===== src/rtl/prg_uploader_if.sv =====
// ============================================================================
// Module : prg_uploader_if
// Desc   : ioctl upload bus plus memory read port of the PRG uploader.
// Rev    : 1.0  initial release
// ============================================================================
`default_nettype none

interface prg_uploader_if;
  logic        ioctl_upload;
  logic        ioctl_rd;
  logic [24:0] ioctl_addr;
  logic [7:0]  ioctl_din;
  logic [15:0] upload_size;
  logic        size_valid;
  logic        upload_err;
  logic        uploading;
  logic [24:0] mem_addr;
  logic        mem_rd;
  logic [7:0]  mem_dout;

  modport master (
    output ioctl_upload, ioctl_rd, ioctl_addr, mem_dout,
    input  ioctl_din, upload_size, size_valid, upload_err, uploading,
           mem_addr, mem_rd
  );

  modport slave (
    input  ioctl_upload, ioctl_rd, ioctl_addr, mem_dout,
    output ioctl_din, upload_size, size_valid, upload_err, uploading,
           mem_addr, mem_rd
  );
endinterface

`default_nettype wire


===== src/rtl/prg_uploader.sv =====
// ============================================================================
// Module : prg_uploader
// Desc   : Reads the BASIC END pointer, derives the PRG length and serves
//          program bytes from dpram to the ioctl upload interface.
// Rev    : 1.0  initial release
// ============================================================================
`default_nettype none

module prg_uploader #(
  parameter logic [24:0] PRG_START_ADDR = 25'h10995,
  parameter logic [24:0] PTR_PROGND     = 25'h103E9,
  parameter logic [15:0] PTR_END_BASE   = 16'h8995,
  parameter logic [15:0] MAX_LEN        = 16'h766B
) (
  input  wire logic       F14Mx2,
  input  wire logic       reset_n,
  prg_uploader_if.slave   bus
);

  typedef enum logic [2:0] {
    IDLE     = 3'd0,
    PTR_LO   = 3'd1,
    PTR_HI   = 3'd2,
    LATCH_HI = 3'd3,
    CALC     = 3'd4,
    SERVE    = 3'd5,
    FETCH    = 3'd6,
    WAIT_D   = 3'd7
  } state_t;

  state_t      r_state, w_state_nxt;
  logic        r_upload_q;
  logic [7:0]  r_end_lo, w_end_lo_nxt;
  logic [7:0]  r_end_hi, w_end_hi_nxt;
  logic        r_oor, w_oor_nxt;
  logic [7:0]  r_din, w_din_nxt;
  logic [15:0] r_size, w_size_nxt;
  logic        r_size_valid, w_size_valid_nxt;
  logic        r_err, w_err_nxt;
  logic        r_uploading, w_uploading_nxt;
  logic [24:0] r_mem_addr, w_mem_addr_nxt;
  logic        r_mem_rd, w_mem_rd_nxt;

  logic [15:0] w_end;
  logic [15:0] w_len;
  logic        w_bad_ptr;
  logic        w_in_range;
  logic        w_start;

  assign w_end      = {r_end_hi, r_end_lo};
  assign w_len      = w_end - PTR_END_BASE;
  assign w_bad_ptr  = (w_end < PTR_END_BASE) || (w_len > MAX_LEN);
  // Full 25-bit compare so high offset bits can never alias into the image.
  assign w_in_range = bus.ioctl_addr < {9'd0, r_size};
  assign w_start    = (r_state == IDLE) && bus.ioctl_upload && !r_upload_q;

  always_ff @(posedge F14Mx2 or negedge reset_n) begin
    if (!reset_n) begin
      r_state      <= IDLE;
      r_upload_q   <= 1'b0;
      r_end_lo     <= 8'd0;
      r_end_hi     <= 8'd0;
      r_oor        <= 1'b0;
      r_din        <= 8'd0;
      r_size       <= 16'd0;
      r_size_valid <= 1'b0;
      r_err        <= 1'b0;
      r_uploading  <= 1'b0;
      r_mem_addr   <= 25'd0;
      r_mem_rd     <= 1'b0;
    end else begin
      r_state      <= w_state_nxt;
      r_upload_q   <= bus.ioctl_upload;
      r_end_lo     <= w_end_lo_nxt;
      r_end_hi     <= w_end_hi_nxt;
      r_oor        <= w_oor_nxt;
      r_din        <= w_din_nxt;
      r_size       <= w_size_nxt;
      r_size_valid <= w_size_valid_nxt;
      r_err        <= w_err_nxt;
      r_uploading  <= w_uploading_nxt;
      r_mem_addr   <= w_mem_addr_nxt;
      r_mem_rd     <= w_mem_rd_nxt;
    end
  end

  always_comb begin
    w_state_nxt      = r_state;
    w_end_lo_nxt     = r_end_lo;
    w_end_hi_nxt     = r_end_hi;
    w_oor_nxt        = r_oor;
    w_din_nxt        = r_din;
    w_size_nxt       = r_size;
    w_size_valid_nxt = r_size_valid;
    w_err_nxt        = r_err;
    w_uploading_nxt  = r_uploading;
    w_mem_addr_nxt   = r_mem_addr;
    w_mem_rd_nxt     = r_mem_rd;

    if ((r_state != IDLE) && !bus.ioctl_upload) begin
      // Session dropped: release the port, keep size/err for the host to inspect.
      w_state_nxt      = IDLE;
      w_uploading_nxt  = 1'b0;
      w_mem_rd_nxt     = 1'b0;
      w_size_valid_nxt = 1'b0;
      w_oor_nxt        = 1'b0;
    end else begin
      case (r_state)
        IDLE: begin
          if (w_start) begin
            w_state_nxt      = PTR_LO;
            w_mem_addr_nxt   = PTR_PROGND;
            w_mem_rd_nxt     = 1'b1;
            w_uploading_nxt  = 1'b1;
            w_size_valid_nxt = 1'b0;
            w_err_nxt        = 1'b0;
          end
        end
        PTR_LO: begin
          w_state_nxt    = PTR_HI;
          w_mem_addr_nxt = PTR_PROGND + 25'd1;
        end
        PTR_HI: begin
          w_end_lo_nxt = bus.mem_dout;
          w_mem_rd_nxt = 1'b0;
          w_state_nxt  = LATCH_HI;
        end
        LATCH_HI: begin
          w_end_hi_nxt = bus.mem_dout;
          w_state_nxt  = CALC;
        end
        CALC: begin
          w_size_nxt       = w_bad_ptr ? 16'd0 : w_len;
          w_err_nxt        = w_bad_ptr;
          w_size_valid_nxt = 1'b1;
          w_state_nxt      = SERVE;
        end
        SERVE: begin
          if (bus.ioctl_rd) begin
            w_state_nxt = FETCH;
            if (w_in_range) begin
              w_mem_addr_nxt = PRG_START_ADDR + {9'd0, bus.ioctl_addr[15:0]};
              w_mem_rd_nxt   = 1'b1;
            end else begin
              w_oor_nxt = 1'b1;
            end
          end
        end
        FETCH: begin
          w_mem_rd_nxt = 1'b0;
          w_state_nxt  = WAIT_D;
        end
        WAIT_D: begin
          w_din_nxt   = r_oor ? 8'h00 : bus.mem_dout;
          w_oor_nxt   = 1'b0;
          w_state_nxt = SERVE;
        end
        default: w_state_nxt = IDLE;
      endcase
    end
  end

  assign bus.ioctl_din   = r_din;
  assign bus.upload_size = r_size;
  assign bus.size_valid  = r_size_valid;
  assign bus.upload_err  = r_err;
  assign bus.uploading   = r_uploading;
  assign bus.mem_addr    = r_mem_addr;
  assign bus.mem_rd      = r_mem_rd;

endmodule

`default_nettype wire


===== src/flat_wrapper.sv =====
// flat-port wrapper written by rule: the top's interface ports become plain ports
module prg_uploader_flat 
#(
  parameter logic [24:0] PRG_START_ADDR = 25'h10995,
  parameter logic [24:0] PTR_PROGND     = 25'h103E9,
  parameter logic [15:0] PTR_END_BASE   = 16'h8995,
  parameter logic [15:0] MAX_LEN        = 16'h766B
)
  (F14Mx2, reset_n, bus_ioctl_upload, bus_ioctl_rd, bus_ioctl_addr, bus_mem_dout, bus_ioctl_din, bus_upload_size, bus_size_valid, bus_upload_err, bus_uploading, bus_mem_addr, bus_mem_rd);
  prg_uploader_if bus_i ();
  input  wire logic F14Mx2;
  input  wire logic reset_n;
  input wire logic [$bits(bus_i.ioctl_upload)-1:0] bus_ioctl_upload;
  input wire logic [$bits(bus_i.ioctl_rd)-1:0] bus_ioctl_rd;
  input wire logic [$bits(bus_i.ioctl_addr)-1:0] bus_ioctl_addr;
  input wire logic [$bits(bus_i.mem_dout)-1:0] bus_mem_dout;
  output wire logic [$bits(bus_i.ioctl_din)-1:0] bus_ioctl_din;
  output wire logic [$bits(bus_i.upload_size)-1:0] bus_upload_size;
  output wire logic [$bits(bus_i.size_valid)-1:0] bus_size_valid;
  output wire logic [$bits(bus_i.upload_err)-1:0] bus_upload_err;
  output wire logic [$bits(bus_i.uploading)-1:0] bus_uploading;
  output wire logic [$bits(bus_i.mem_addr)-1:0] bus_mem_addr;
  output wire logic [$bits(bus_i.mem_rd)-1:0] bus_mem_rd;
  assign bus_i.ioctl_upload = bus_ioctl_upload;
  assign bus_i.ioctl_rd = bus_ioctl_rd;
  assign bus_i.ioctl_addr = bus_ioctl_addr;
  assign bus_i.mem_dout = bus_mem_dout;
  assign bus_ioctl_din = bus_i.ioctl_din;
  assign bus_upload_size = bus_i.upload_size;
  assign bus_size_valid = bus_i.size_valid;
  assign bus_upload_err = bus_i.upload_err;
  assign bus_uploading = bus_i.uploading;
  assign bus_mem_addr = bus_i.mem_addr;
  assign bus_mem_rd = bus_i.mem_rd;
  prg_uploader #(.PRG_START_ADDR(PRG_START_ADDR), .PTR_PROGND(PTR_PROGND), .PTR_END_BASE(PTR_END_BASE), .MAX_LEN(MAX_LEN)) u_core (.F14Mx2(F14Mx2), .reset_n(reset_n), .bus(bus_i));
endmodule

===== config.mk =====
export PLATFORM = sky130hd
export DESIGN_NAME = prg_uploader_flat
export DESIGN_NICKNAME = d
export VERILOG_FILES = /design/src/rtl/prg_uploader_if.sv /design/src/rtl/prg_uploader.sv /design/src/flat_wrapper.sv
export SDC_FILE = /design/constraint.sdc
export NUM_CORES = 1
export LEC_CHECK = 0
export BUFFER_PORTS_ARGS = -buffer_cell sky130_fd_sc_hd__buf_2
export CORE_MARGIN = 10
export CORE_UTILIZATION = 25
export CTS_CLUSTER_DIAMETER = 120
export DETAILED_ROUTE_END_ITERATION = 16
export PLACE_DENSITY = 0.4
export REMOVE_ABC_BUFFERS = 1
export SKIP_CTS_REPAIR_TIMING = 1
export SYNTH_ARGS = -nofsm -noshare
export SYNTH_HDL_FRONTEND = slang
export SYNTH_SLANG_ARGS = --single-unit

===== constraint.sdc =====
create_clock -name F14Mx2 -period 2.75 [get_ports F14Mx2]
set_clock_uncertainty 0.1 [all_clocks]
set_input_delay 0 -clock F14Mx2 [delete_from_list [all_inputs] [get_ports F14Mx2]]
set_output_delay 0 -clock F14Mx2 [all_outputs]
set_load 0.01 [all_outputs]

==> flow_summary.json <==
{
  "status": "complete, but fails checks",
  "failed_checks": "negative hold slack",
  "wl_um": 12300,
  "crit_path_max_fanout": 14,
  "leakagePower_nw": 2.32,
  "worstHoldEndpoint": "u_core.bus.mem_addr[11]",
  "worstSkewPairLatency_ps": 340,
  "ys_top_cells_by_area": "dfrtp_1 (41%), ha_1 (5.3%), nand2_1 (4.3%), mux2_2 (3.9%), o21ai_0 (2.7%)",
  "grt_pass1_vias": 3436,
  "place_congestion": 0.834,
  "syn_inst": 412,
  "finalHoldViolations": 1,
  "hp-start": "bus_ioctl_addr[11]",
  "worst_slack_ps": 203,
  "grt_pass1_wl_um": 19200,
  "post_drt_wl_per_cell_um": 16.7,
  "vias": 3483,
  "synth_top_flop_cell": "dfrtp_1",
  "cts_tree": "done",
  "ys_seq_area_share_pct": 41.5,
  "most-common-layout-cells": "buf_2 (82), dfrtp_1 (66), nand2_1 (46), inv_1 (24), dlygate4sd3_1 (23)",
  "grt_max_degree": 36,
  "cp_data_required_time_ps": 2840,
  "portBuffers": 82,
  "fin_area_um2": 5260,
  "die_w_um": 147,
  "drv_cap": 0,
  "ctsHtreeMaxLevel": 3,
  "rsz0062_at_grt": "false",
  "critPathSlowestCell": "dfrtp_1",
  "root_buffer": "clkbuf_16",
  "worstPathArrival_ps": 2640,
  "worst_pin_slew_ps": 807,
  "start_util_pct": 25.4,
  "cts.sinks": 67,
  "r2r_cells": 9,
  "fin_crit_sh_pct": 92.6,
  "die_area_um2": 21700,
  "register_area_um2": 1680,
  "rr_startpoint": "u_core.r_end_lo[0]",
  "grt-ovfl-total": 0,
  "layout_commonest_cell": "buf_2",
  "syn_area_per_cell_um2": 9.81,
  "cts.clk_slew.worst_paths_ps": 60,
  "final.setup.tns_ps": 0,
  "antenna_found_initial": 0,
  "n_fill_cell": 1653,
  "multi_input_comb_area_um2": 2150,
  "numCtsBuffers": 9,
  "r2r_slack_ps": 200,
  "yosys_warnings": 0,
  "via_per_inst": 4.72,
  "antenna_cells": 0,
  "startpoint_type": "flop",
  "min_period_ps": 2550,
  "die_h_um": 147,
  "place_area_um2": 4690,
  "clock_path_buffers": 2,
  "ys_async_sr_fraction_pct": 100,
  "num_rows": 46,
  "drv_slew": 0,
  "design.core.area_um2": 15900,
  "netlist_area_um2": 4040,
  "ys_ff_latch": 67,
  "fin_nets": 571,
  "dp_slack_ps": 134,
  "synth.top_cell.area_share_pct": 41.5,
  "clock.fmax_mhz": 393,
  "path_cells": "inv_1 > ha_1 > nor2b_1 > nor4b_1 > nor4_1 > o32ai_1 > and4bb_4 > buf_12 > o32ai_2",
  "drt_iter0_drc": 150,
  "worst_r2r_endpoint": "u_core.bus.upload_size[3]",
  "yosysTopAreaCell": "dfrtp_1",
  "io_pins": 90,
  "pwr_density_cell_nw_per_um2": 763,
  "drc": 0,
  "synth_cell_type_count": 65,
  "antenna_left": 0,
  "holdPathStages": 4,
  "critPathCaptureType": "flop",
  "area_delta_synth_final_pct": 30.1,
  "ir_worst_vdd_uv": 303,
  "drive_gt1_share_pct": 27.4,
  "path_class": "flop to flop",
  "synth-edff-count": 0,
  "slowest_delay_ps": 410,
  "setup_violations": 0,
  "hold_ws_ps": -4.46,
  "grt_usage_pct": 11.1,
  "relSlewSlack_pct": 46.2,
  "drtPass1Iterations": 4,
  "dp.final_hpwl_um": 9480,
  "hp-class": "input pin to flop"
}
==> power by group <==
group | leakage (nW) | total (mW) | internal, mW | switching, mW
clock network | 0.150 | 1.23 | 0.791 | 0.437
logic | 1.33 | 1.33 | 0.601 | 0.730
registers | 0.841 | 1.45 | 1.18 | 0.276
==> routing by layer <==
layer	wire, um	global-route usage, %	vias to the layer above
met2	5660	17.2	87
met4	157	3.37	0
met5	0	0	-
met1	5880	14.1	1680
met3	615	3.81	14
li1	-	-	1702
==> worst max-delay path: cells and delay by family, from the launching register on <==
family / cells / cell delay (ps)
and+or+nand+nor: 4 / 930
adders and majority gates: 1 / 250
DFF: 1 / 410
AOI/OAI and AO/OA: 2 / 460
buffers and inverters: 2 / 250
==> cell usage after synthesis, drive strengths merged, types with 2 or more instances <==
cell,number
dfrtp,67
a311oi,2
a211oi,3
or2,3
xnor2,12
xor2,11
o32ai,7
nor4,5
a21oi,17
o2bb2ai,9
and3,4
clkbuf,14
a221oi,2
nand3b,4
buf,14
nand2,46
nor2,20
o21a,4
o21ai,23
nand2b,11
o41ai,11
o211ai,2
o31ai,3
inv,24
o22a,7
o22ai,2
or3,2
mux2,14
nand4,7
nor3,7
a31o,2
o221ai,2
nand4b,2
ha,17
nand3,6
a21o,5
nor2b,4
==> sequential cells by signal, summed over array words and instances, names as in the netlist <==
register and flops:
u_core.r_end_hi 8, u_core.r_upload_q 1, u_core.bus.uploading 1, u_core.bus.upload_err 1, u_core.bus.size_valid 1, u_core.bus.mem_rd 1
u_core.bus.ioctl_din 8, u_core.bus.mem_addr 18, u_core.r_oor 1, u_core.r_state 3, u_core.r_end_lo 8, u_core.bus.upload_size 16
==> kinds of logic after synthesis <==
kind of cell / Yosys count / share of synthesized area [%]
and+or+nand+nor: 126 / 15.8
other: 1 / 0.0928
buffers and inverters: 52 / 6.01
muxes: 15 / 4.15
AOI/OAI and AO/OA: 111 / 22.2
DFF: 67 / 41.5
adders and majority gates: 17 / 5.26
xor gates and xnor gates: 23 / 4.98
==> through the flow <==
step           instances  power [mW]  util (%)  hold slack, ps
3_3_place_gp         698        2.76      29.5            47.4
5_1_grt              738        4.29      33.1            2.62
6_report             738        4.01      33.1           -4.46
2_1_floorplan        390        2.28         -            -396
3_5_place_dp         698        2.79      29.5            45.4
4_1_cts              714        4.04      31.5            -319
==> cell type report <==
cell class | count | area share, %
clock buffers | 11 | 4.43
clock inverters | 5 | 1.48
inverters | 24 | 1.71
multi-input cells | 299 | 40.9
flip-flops and latches | 67 | 31.9
well taps | 216 | 5.14
repair buffers | 116 | 14.5
==> how the worst max path moves through the flow <==
stage                                          start                   endpoint  cells after the start
after global placement    u_core.bus.upload_size[10]     u_core.bus.mem_addr[6]                      8
after floorplan           u_core.bus.upload_size[10]     u_core.bus.mem_addr[3]                      8
after detailed placement  u_core.bus.upload_size[10]     u_core.bus.mem_addr[3]                      8
after global routing              u_core.r_end_lo[0]  u_core.bus.upload_size[4]                      9
after CTS                 u_core.bus.upload_size[10]     u_core.bus.mem_addr[8]                      8
final                             u_core.r_end_lo[0]  u_core.bus.upload_size[3]                      9
Note: power is estimated with default switching activity, not from simulation.
